**config.mk**
```make
export PLATFORM = sky130hd
export DESIGN_NAME = pc_next_sel
export DESIGN_NICKNAME = d
export VERILOG_FILES = /design/src/rtl/pc_next_sel.sv
export SDC_FILE = /design/constraint.sdc
export NUM_CORES = 1
export LEC_CHECK = 0
export BUFFER_PORTS_ARGS = -buffer_cell sky130_fd_sc_hd__buf_4
export CAP_MARGIN = 0
export CELL_PAD_IN_SITES_DETAIL_PLACEMENT = 0
export CELL_PAD_IN_SITES_GLOBAL_PLACEMENT = 1
export CORE_AREA = 2 2 92 94
export CTS_CLUSTER_DIAMETER = 100
export DETAILED_ROUTE_END_ITERATION = 7
export DIE_AREA = 0 0 94 96
export PLACE_DENSITY_LB_ADDON = 0.1
export SYNTH_ARGS = -nofsm -noshare
export SYNTH_HDL_FRONTEND = slang
export SYNTH_SLANG_ARGS = --single-unit
export TNS_END_PERCENT = 10
```
**constraint.sdc**
```tcl
create_clock -name clk -period 2.88 [get_ports clk]
set_clock_uncertainty 0.15 [all_clocks]
set_input_delay 0.576 -clock clk [delete_from_list [all_inputs] [get_ports clk]]
set_output_delay 0.576 -clock clk [all_outputs]
set_load 0.01 [all_outputs]
```
**src/rtl/pc_next_sel.sv**
```systemverilog
// Registered next-PC selector for fetch: sequential step or priority redirect.
// Optional PC_ALIGN_CHECK_EN forces loaded targets word-aligned and flags misalign.
module pc_next_sel #(
  parameter int ADDR_W   = 18,
  parameter int NUM_SRC  = 4,
  parameter int SRC_W    = 2,
  parameter int PC_STEP  = 4,
  parameter int RESET_PC = 0
) (
  input  logic                      clk,
  input  logic                      rst,
  input  logic                      stall,
  input  logic [NUM_SRC-1:0]        src_valid,
  input  logic [NUM_SRC*ADDR_W-1:0] src_addr,
  output logic [ADDR_W-1:0]         pc_out,
  output logic                      redirect,
  output logic [SRC_W-1:0]          redirect_src,
  output logic                      pend_valid,
  output logic                      misalign
);

  logic              has;
  logic [SRC_W-1:0]  win;
  logic [ADDR_W-1:0] win_addr;
  logic [ADDR_W-1:0] pend_addr;
  logic [SRC_W-1:0]  pend_src;
  logic              ld;
  logic [ADDR_W-1:0] ld_addr;
  logic [SRC_W-1:0]  ld_src;
  logic              cap;

  // Highest-index valid source wins; later loop iterations override.
  always_comb begin
    has = 1'b0;
    win = '0;
    for (int i = 0; i < NUM_SRC; i++) begin
      if (src_valid[i]) begin
        has = 1'b1;
        win = SRC_W'(i);
      end
    end
    win_addr = src_addr[win*ADDR_W +: ADDR_W];
  end

  // Choose load target: a fresh winner beats a strictly lower pending one.
  always_comb begin
    ld      = 1'b0;
    ld_addr = win_addr;
    ld_src  = win;
    cap     = 1'b0;
    if (stall) begin
      cap = has && (!pend_valid || win >= pend_src);
    end else if (pend_valid) begin
      ld = 1'b1;
      if (!(has && win > pend_src)) begin
        ld_addr = pend_addr;
        ld_src  = pend_src;
      end
    end else begin
      ld = has;
    end
  end

`ifdef PC_ALIGN_CHECK_EN
  logic [ADDR_W-1:0] ld_pc;
  logic              ld_mis;
  assign ld_pc  = {ld_addr[ADDR_W-1:2], 2'b00};
  assign ld_mis = |ld_addr[1:0];
`else
  logic [ADDR_W-1:0] ld_pc;
  logic              ld_mis;
  assign ld_pc  = ld_addr;
  assign ld_mis = 1'b0;
`endif

  // PC, redirect pulse and alignment flag update together.
  always_ff @(posedge clk or posedge rst) begin
    if (rst) begin
      pc_out       <= ADDR_W'(RESET_PC);
      redirect     <= 1'b0;
      redirect_src <= '0;
      misalign     <= 1'b0;
    end else if (stall) begin
      redirect <= 1'b0;
      misalign <= 1'b0;
    end else if (ld) begin
      pc_out       <= ld_pc;
      redirect     <= 1'b1;
      redirect_src <= ld_src;
      misalign     <= ld_mis;
    end else begin
      pc_out   <= pc_out + ADDR_W'(PC_STEP);
      redirect <= 1'b0;
      misalign <= 1'b0;
    end
  end

  // One-entry redirect buffer used while stalled; raw address kept.
  always_ff @(posedge clk or posedge rst) begin
    if (rst) begin
      pend_valid <= 1'b0;
      pend_addr  <= '0;
      pend_src   <= '0;
    end else if (cap) begin
      pend_valid <= 1'b1;
      pend_addr  <= win_addr;
      pend_src   <= win;
    end else if (!stall) begin
      pend_valid <= 1'b0;
    end
  end

endmodule

```
==> metrics.txt, run 1 <==
largest family of logic cells by synthesized area=compound AO/OA/AOI/OAI gates; CP max FO=8; number of global-route vias before repair=2526; crit path capture type=register; CP startpoint kind=input pin; CTS root buffer=clkbuf_8; xor/xnor cell area share of the yosys netlist=0.9317%; number of synthesized flops with an enable pin=0; ys flop type=dfrtp_1; Pre-antenna DRT Iters=4; Post-Synthesis Cell Area=0.002820 sq mm; mux cell area share after synthesis=13.13%; total gr overflow=0; pwr dens=549.6 mW/mm^2; clock buffer count from CTS=5; total routed wirelength=7.724 mm; Synth area leaders=dfrtp_1, mux2i_1, a21oi_1, nand2_1, nor2_1; # diodes=0; GRT Util Overall=18.07%; worst-skew pair later-pin latency=0.29 ns; DIE AREA=0.009024 sq mm; pin count of the biggest net entering global routing=43; first-pass GRT wire length=12.69 mm; Tightest Pin Transition=0.6693 ns; CP peak stage delay=0.40 ns; CP Cell Sequence=buf_4 -> inv_1 -> a21oi_1 -> ha_1 -> and3_1 -> a221o_1 -> a221oi_2 -> a21oi_1 -> a2bb2oi_1; Crit Path Class=input pin to register; max cap viols=0; die width=94 um; Seq/Total Area, Yosys=37.27%; Buf+Inv Stages, Crit Path=2; post-CTS setup buffer count=0; post-route minimum period=2.416 ns; Worst EP required=2.90 ns; FMAX=414.0 MHz; Clock Sinks=42; cts repair resizes=0; fin nets=499; crit-path most repeated cell=a21oi_1; vias per cell=5.071; Synth Area in Simple Gates=17.21%; slowest stage cell on the critical path=a221o_1; Top Family by Delay on Critical Path=compound AO/OA/AOI/OAI gates; Routability Congestion=0.8011; Synth top area share=37.27%; status=finished clean; Yosys warning total=0; crit path DAT=2.44 ns; Worst Hold Class=input pin to asynchronous set/reset pin; setup violators final=0; row cnt=33; RSZ-0062 raised after global routing=no; total number of vias=2647; I/O pin cnt=102; Avg WL per Cell=14.80 um; Post-Synth Adder-Cell Area=1.331%; final hold vios=0; layout cells sized above 1=34.05%; final worst hold slack=0.2604 ns; CTS hold repair buffers=0; Post-DP HPWL=6.097 mm; Core Box Area=0.008051 sq mm; Setup TNS=0 ns; Reg clk slew, reported paths=0.08 ns; Syn Nets=398; Die Height=96 um; antenna violations before repair=0; max-slew violations=0; Slew Limit Headroom=54.81%; Initial Util=35.03%; Compound-Gate Fraction of Synth Area=23.11%; Initial DRC Count=91; part of the cycle the worst path needs=83.88%; Area Overhead vs Synth=35.31%; Yosys cell types=50; IO buf count=100; post-route ant nets=0; Remaining DRCs=0; VDD IR max=0.2060 mV; H-tree depth=2; register bit count reported by yosys=42; largest area contributor in the netlist=dfrtp_1; CTS max path bufs=2; Mapped Cells=316; Leak=1.765 nW; CTS tree=done; ys async rst share=100.0%; Syn Area/Cell=8.925 sq um
## power by group
| group | internal [mW] | total, mW | leakage [nW] | switching [mW] |
|---|---|---|---|---|
| registers | 0.723 | 0.858 | 0.478 | 0.135 |
| logic | 0.395 | 0.763 | 1.23 | 0.368 |
| clock network | 0.277 | 0.476 | 0.0573 | 0.199 |
| total | 1.40 | 2.10 | 1.77 | 0.702 |
## Yosys cell counts, drive strengths merged (2+ instances only)
cell type,n
nand2b,4
a221o,8
buf,15
nand4,4
o211ai,3
inv,16
nand3,7
dfrtp,42
o21ai,24
a2bb2oi,2
nor2b,3
and3,2
o22a,2
xnor2,2
mux2,8
a211o,2
a31oi,2
nor2,29
a221oi,6
a21oi,29
o311ai,2
ha,3
clkbuf,8
o221a,3
nor3b,9
mux2i,28
a211oi,5
nor4,5
nand2,32
## routing by layer
metal | global-route usage (%) | vias up | share of wire (%)
met4 | 6.039 | 0 | 1.6
met3 | 3.837 | 9 | 6.6
li1 | - | 1353 | -
met1 | 25.92 | 1188 | 49
met5 | 0 | - | 0
met2 | 27.08 | 97 | 43
## flip-flops by register name, indices dropped and copies added, names as in the netlist
| register | cells |
|---|---|
| pend_addr | 18 |
| pc_out | 18 |
| pend_src | 2 |
| redirect | 1 |
| pend_valid | 1 |
| redirect_src | 2 |
## cell usage in the layout, fill, tap and decap left out, drive strengths merged, types with 2 or more instances in the layout
| master | synthesis | layout |
|---|---|---|
| buf | 15 | 117 |
| dfrtp | 42 | 42 |
| nand2 | 32 | 32 |
| a21oi | 29 | 29 |
| nor2 | 29 | 29 |
| mux2i | 28 | 28 |
| o21ai | 24 | 24 |
| inv | 16 | 16 |
| nor3b | 9 | 9 |
| a221o | 8 | 8 |
| mux2 | 8 | 8 |
| nand3 | 7 | 7 |
| clkbuf | 8 | 6 |
| a221oi | 6 | 6 |
| a211oi | 5 | 5 |
| nor4 | 5 | 5 |
| nand2b | 4 | 4 |
| nand4 | 4 | 4 |
| o211ai | 3 | 3 |
| ha | 3 | 3 |
| nor2b | 3 | 3 |
| o221a | 3 | 3 |
| and3 | 2 | 2 |
| o311ai | 2 | 2 |
| a211o | 2 | 2 |
| o22a | 2 | 2 |
| a2bb2oi | 2 | 2 |
| xnor2 | 2 | 2 |
| a31oi | 2 | 2 |
## worst paths after layout
path | cells past startpoint | end | slack, ns | start
max | 9 | pc_out[15] | 0.46 | src_valid[2]
min | 3 | redirect | 0.26 | rst
max reg2reg | 7 | pc_out[15] | 0.61 | pend_src[1]
min reg2reg | 2 | pc_out[1] | 0.34 | pc_out[1]
max in group asynchronous | 3 | pc_out[17] | 1.94 | rst
min in group clk | 2 | pc_out[1] | 0.34 | pc_out[1]
## per-stage QoR
step	util, %	cell area (sq um)	instances	setup WS (ns)	power (mW)
5_1_grt	47.40	3816	522	0.3132	2.242
3_5_place_dp	46.00	3704	515	0.1500	1.639
4_1_cts	47.40	3816	522	0.4482	2.120
6_report	47.40	3816	522	0.4643	2.097
3_3_place_gp	46.00	3704	515	0.2280	1.629
2_1_floorplan	-	2821	316	0.08330	1.310
## kinds of logic after synthesis
kind of cell,Yosys count
and+or+nand+nor,97
buffers and inverters,39
muxes,36
other,1
AOI/OAI and AO/OA,95
adders and majority gates,3
DFF,42
xor gates and xnor gates,3
## worst register-to-register path, stage by stage (launching register included)
cell       delay [ns]
dfrtp_1          0.39
inv_1            0.06
ha_1             0.32
and3_1           0.23
a221o_1          0.40
a221oi_2         0.36
a21oi_1          0.10
a2bb2oi_1        0.13
## final cells by class
class                           count  area (sq um)
Timing Repair Buffer              117         878.3
Sequential cell                    42          1051
Clock inverter                      1         30.03
Tap cell                          105         131.4
Multi-Input combinational cell    235          1583
Inverter                           16         60.06
Fill cell                         829          4235
Clock buffer                        6         82.58
No activity file was read; power rests on OpenSTA's default activity.
==> run 2, diff against run 1 <==
--- a/config.mk
+++ b/config.mk
@@ -5,14 +5,15 @@
 export SDC_FILE = /design/constraint.sdc
 export NUM_CORES = 1
 export LEC_CHECK = 0
+export ABC_AREA = 1
 export BUFFER_PORTS_ARGS = -buffer_cell sky130_fd_sc_hd__buf_4
 export CAP_MARGIN = 0
 export CELL_PAD_IN_SITES_DETAIL_PLACEMENT = 0
 export CELL_PAD_IN_SITES_GLOBAL_PLACEMENT = 1
-export CORE_AREA = 2 2 92 94
+export CORE_AREA = 2 2 100 102
 export CTS_CLUSTER_DIAMETER = 100
 export DETAILED_ROUTE_END_ITERATION = 7
-export DIE_AREA = 0 0 94 96
+export DIE_AREA = 0 0 102 104
 export PLACE_DENSITY_LB_ADDON = 0.1
 export SYNTH_ARGS = -nofsm -noshare
 export SYNTH_HDL_FRONTEND = slang
==> constraint.sdc (replaced) <==
create_clock -name clk -period 2.3 [get_ports clk]
set_clock_uncertainty 0.15 [all_clocks]
set_input_delay 0.46 -clock clk [delete_from_list [all_inputs] [get_ports clk]]
set_output_delay 0.46 -clock clk [all_outputs]
set_load 0.01 [all_outputs]
==> run 2 against run 1 <==
Net effect:
- routed wire length is 20% higher
- non-clock buffer count decreased by 2
- critical endpoint is now pend_addr[3]
- sequential power rose by 19%
- die area grew 18%
- via count increased by 26%
- first-iteration DRC count grew 96%
- core utilization down 2.3 points
- highest routed layer unchanged
- combinational power rose by 32%
- critical path depth is 2 higher
==> metrics.txt, run 2 <==
vias per cell=4.505; layout cells sized above 1=23.36%; Leak=2.310 nW; R2R depth=9; DIE AREA=0.01061 sq mm; Syn Area/Cell=6.406 sq um; Worst Hold Launch=stall; Remaining DRCs=0; Pre-antenna DRT Iters=6; Post-Synthesis Cell Area=0.003267 sq mm; Place WS=0.1111 ns; post-route ant nets=0; row cnt=36; total number of vias=3338; Hold Path Stages=3; IO buf count=100; Setup TNS=0 ns; Syn Nets=592; register area=0.001051 sq mm; commonest non-fill, non-tap cell in the layout=nand2_1; R2R Path End=pc_out[12]; Clock Sinks=42; H-tree depth=2; total routed wirelength=9.233 mm; Crit Path Class=input pin to register; first-pass GRT wire length=15.95 mm; post-CTS setup buffer count=0; max-slew violations=0; worst-skew pair later-pin latency=0.30 ns; Largest regs=pc_out x18, pend_addr x18; pwr dens=609.9 mW/mm^2; crit path capture type=register; cts repair resizes=0; FMAX=530.7 MHz; ys async rst share=100.0%; Core Box Area=0.009549 sq mm; worst setup margin=0.4157 ns; pin count of the biggest net entering global routing=40; GRT Util Overall=18.50%; max cap viols=0; CTS tree=done; filler cell count=1047; number of global-route vias before repair=3209; part of the cycle the worst path needs=81.93%; post-route minimum period=1.884 ns; status=finished clean; register bit count reported by yosys=42; CP max FO=39; setup violators final=0; Worst R2R Start=pc_out[2]; CP startpoint kind=input pin; clock buffer count from CTS=5; Synth area leaders=dfrtp_1, nand2_1, inv_1, nor2_1, nand3_1; Die Height=104 um; most frequent cells in the layout=nand2_1, buf_4, inv_1, nor2_1, nand3_1; I/O pin cnt=102; Endpoint, Worst Hold=pend_valid; final worst hold slack=0.2898 ns; Reg clk slew, reported paths=0.08 ns; ys flop type=dfrtp_1; CTS max path bufs=2; # diodes=0; number of synthesized flops with an enable pin=0; Initial DRC Count=178; Seq/Total Area, Yosys=32.17%; CTS root buffer=clkbuf_8; Yosys cell types=35; die width=102 um; final hold vios=0; fin nets=689; largest area contributor in the netlist=dfrtp_1; multi-input gate area in the final layout=0.001774 sq mm; RSZ-0062 raised after global routing=no; Worst Hold Class=input pin to register; Yosys warning total=0; Synth top area share=32.17%; Routability Congestion=0.8013; R2R Setup Slk=0.43 ns; total gr overflow=0; crit path DAT=1.91 ns; Mapped Cells=510; VDD IR max=0.2413 mV; Post-DP HPWL=7.346 mm; Initial Util=34.21%; synth cell count leaders=nand2_1, inv_1, nor2_1, nand3_1, dfrtp_1; top-count cell post-synth=nand2_1; Avg WL per Cell=12.46 um; antenna violations before repair=0; Worst EP required=2.32 ns; Area Overhead vs Synth=31.71%
run 2: cell count changes after synthesis, moves of 9 or more:
cell,change
nor3b_1,-9
nand2_1,+105
nor2_1,+41
nand3b_1,+12
nand3_1,+39
a31oi_1,+11
mux2i_1,-28
inv_1,+60
run 2: logic make-up (layout without fill, tap and decap cells):
| family | Yosys count | after routing | share of synthesized area, % |
|---|---|---|---|
| xor gates and xnor gates | 3 | 3 | 0.8044 |
| and+or+nand+nor | 278 | 278 | 37.88 |
| AOI/OAI and AO/OA | 80 | 80 | 13.75 |
| DFF | 42 | 42 | 32.17 |
| adders and majority gates | 3 | 3 | 1.149 |
| other | 1 | 1 | 0.1148 |
| buffers and inverters | 103 | 201 | 14.13 |
run 2: cell type report:
cell class / count / share of cell area, %
Inverter: 78 / 6.921
Tap cell: 133 / 3.867
Multi-Input combinational cell: 365 / 41.23
Timing Repair Buffer: 115 / 20.99
Clock inverter: 2 / 0.8723
Sequential cell: 42 / 24.43
Clock buffer: 6 / 1.687
run 2: critical path, stage by stage:
cell and delay (ns):
buf_4 0.12, inv_1 0.15, a21oi_2 0.09, ha_1 0.31, nand2_2 0.12, nand2_1 0.07
o21ai_2 0.17, nor2_2 0.06, buf_12 0.18, nor2_1 0.11, a31oi_1 0.05
run 2: per-layer routing:
| layer | track usage, % | wire, um | vias up |
|---|---|---|---|
| met5 | 0 | 0 | - |
| met4 | 4.571 | 104 | 0 |
| met3 | 2.554 | 505 | 7 |
| met2 | 26.17 | 3738 | 103 |
| met1 | 29.30 | 4885 | 1428 |
| li1 | - | - | 1800 |
run 2: how the worst max path moves through the flow:
stage                            start             to  slack (ns)  depth (start not counted)
after floorplan           src_valid[2]  pend_addr[17]        0.04                         12
after global placement    src_valid[2]  pend_addr[14]        0.15                         11
after detailed placement  src_valid[2]   pend_addr[3]        0.11                         11
after CTS                    pc_out[2]     pc_out[12]        0.39                          9
after global routing         pc_out[2]     pc_out[14]        0.22                          8
final                     src_valid[2]   pend_addr[3]        0.42                         11
run 2: timing repair:
action / CTS / global route
hold buffers: 1 / 0
endpoints found under the hold margin: 6 / 0
endpoints found under the setup margin: 0 / 0
run 2: metrics by stage:
stage                     total power, mW  utilization (%)  instances  area, sq um
final                               2.624            45.06        741         4303
after CTS                           2.652            45.06        741         4303
after global routing                2.840            45.06        741         4303
after floorplan                     1.656                -        510         3287
after global placement              2.040            43.80        732         4183
after detailed placement            2.057            43.80        732         4183
run 2: power by group:
group	internal, mW	switching (mW)	total (mW)
Clock	0.324	0.264	0.588
Combinational	0.461	0.553	1.01
Sequential	0.888	0.135	1.02
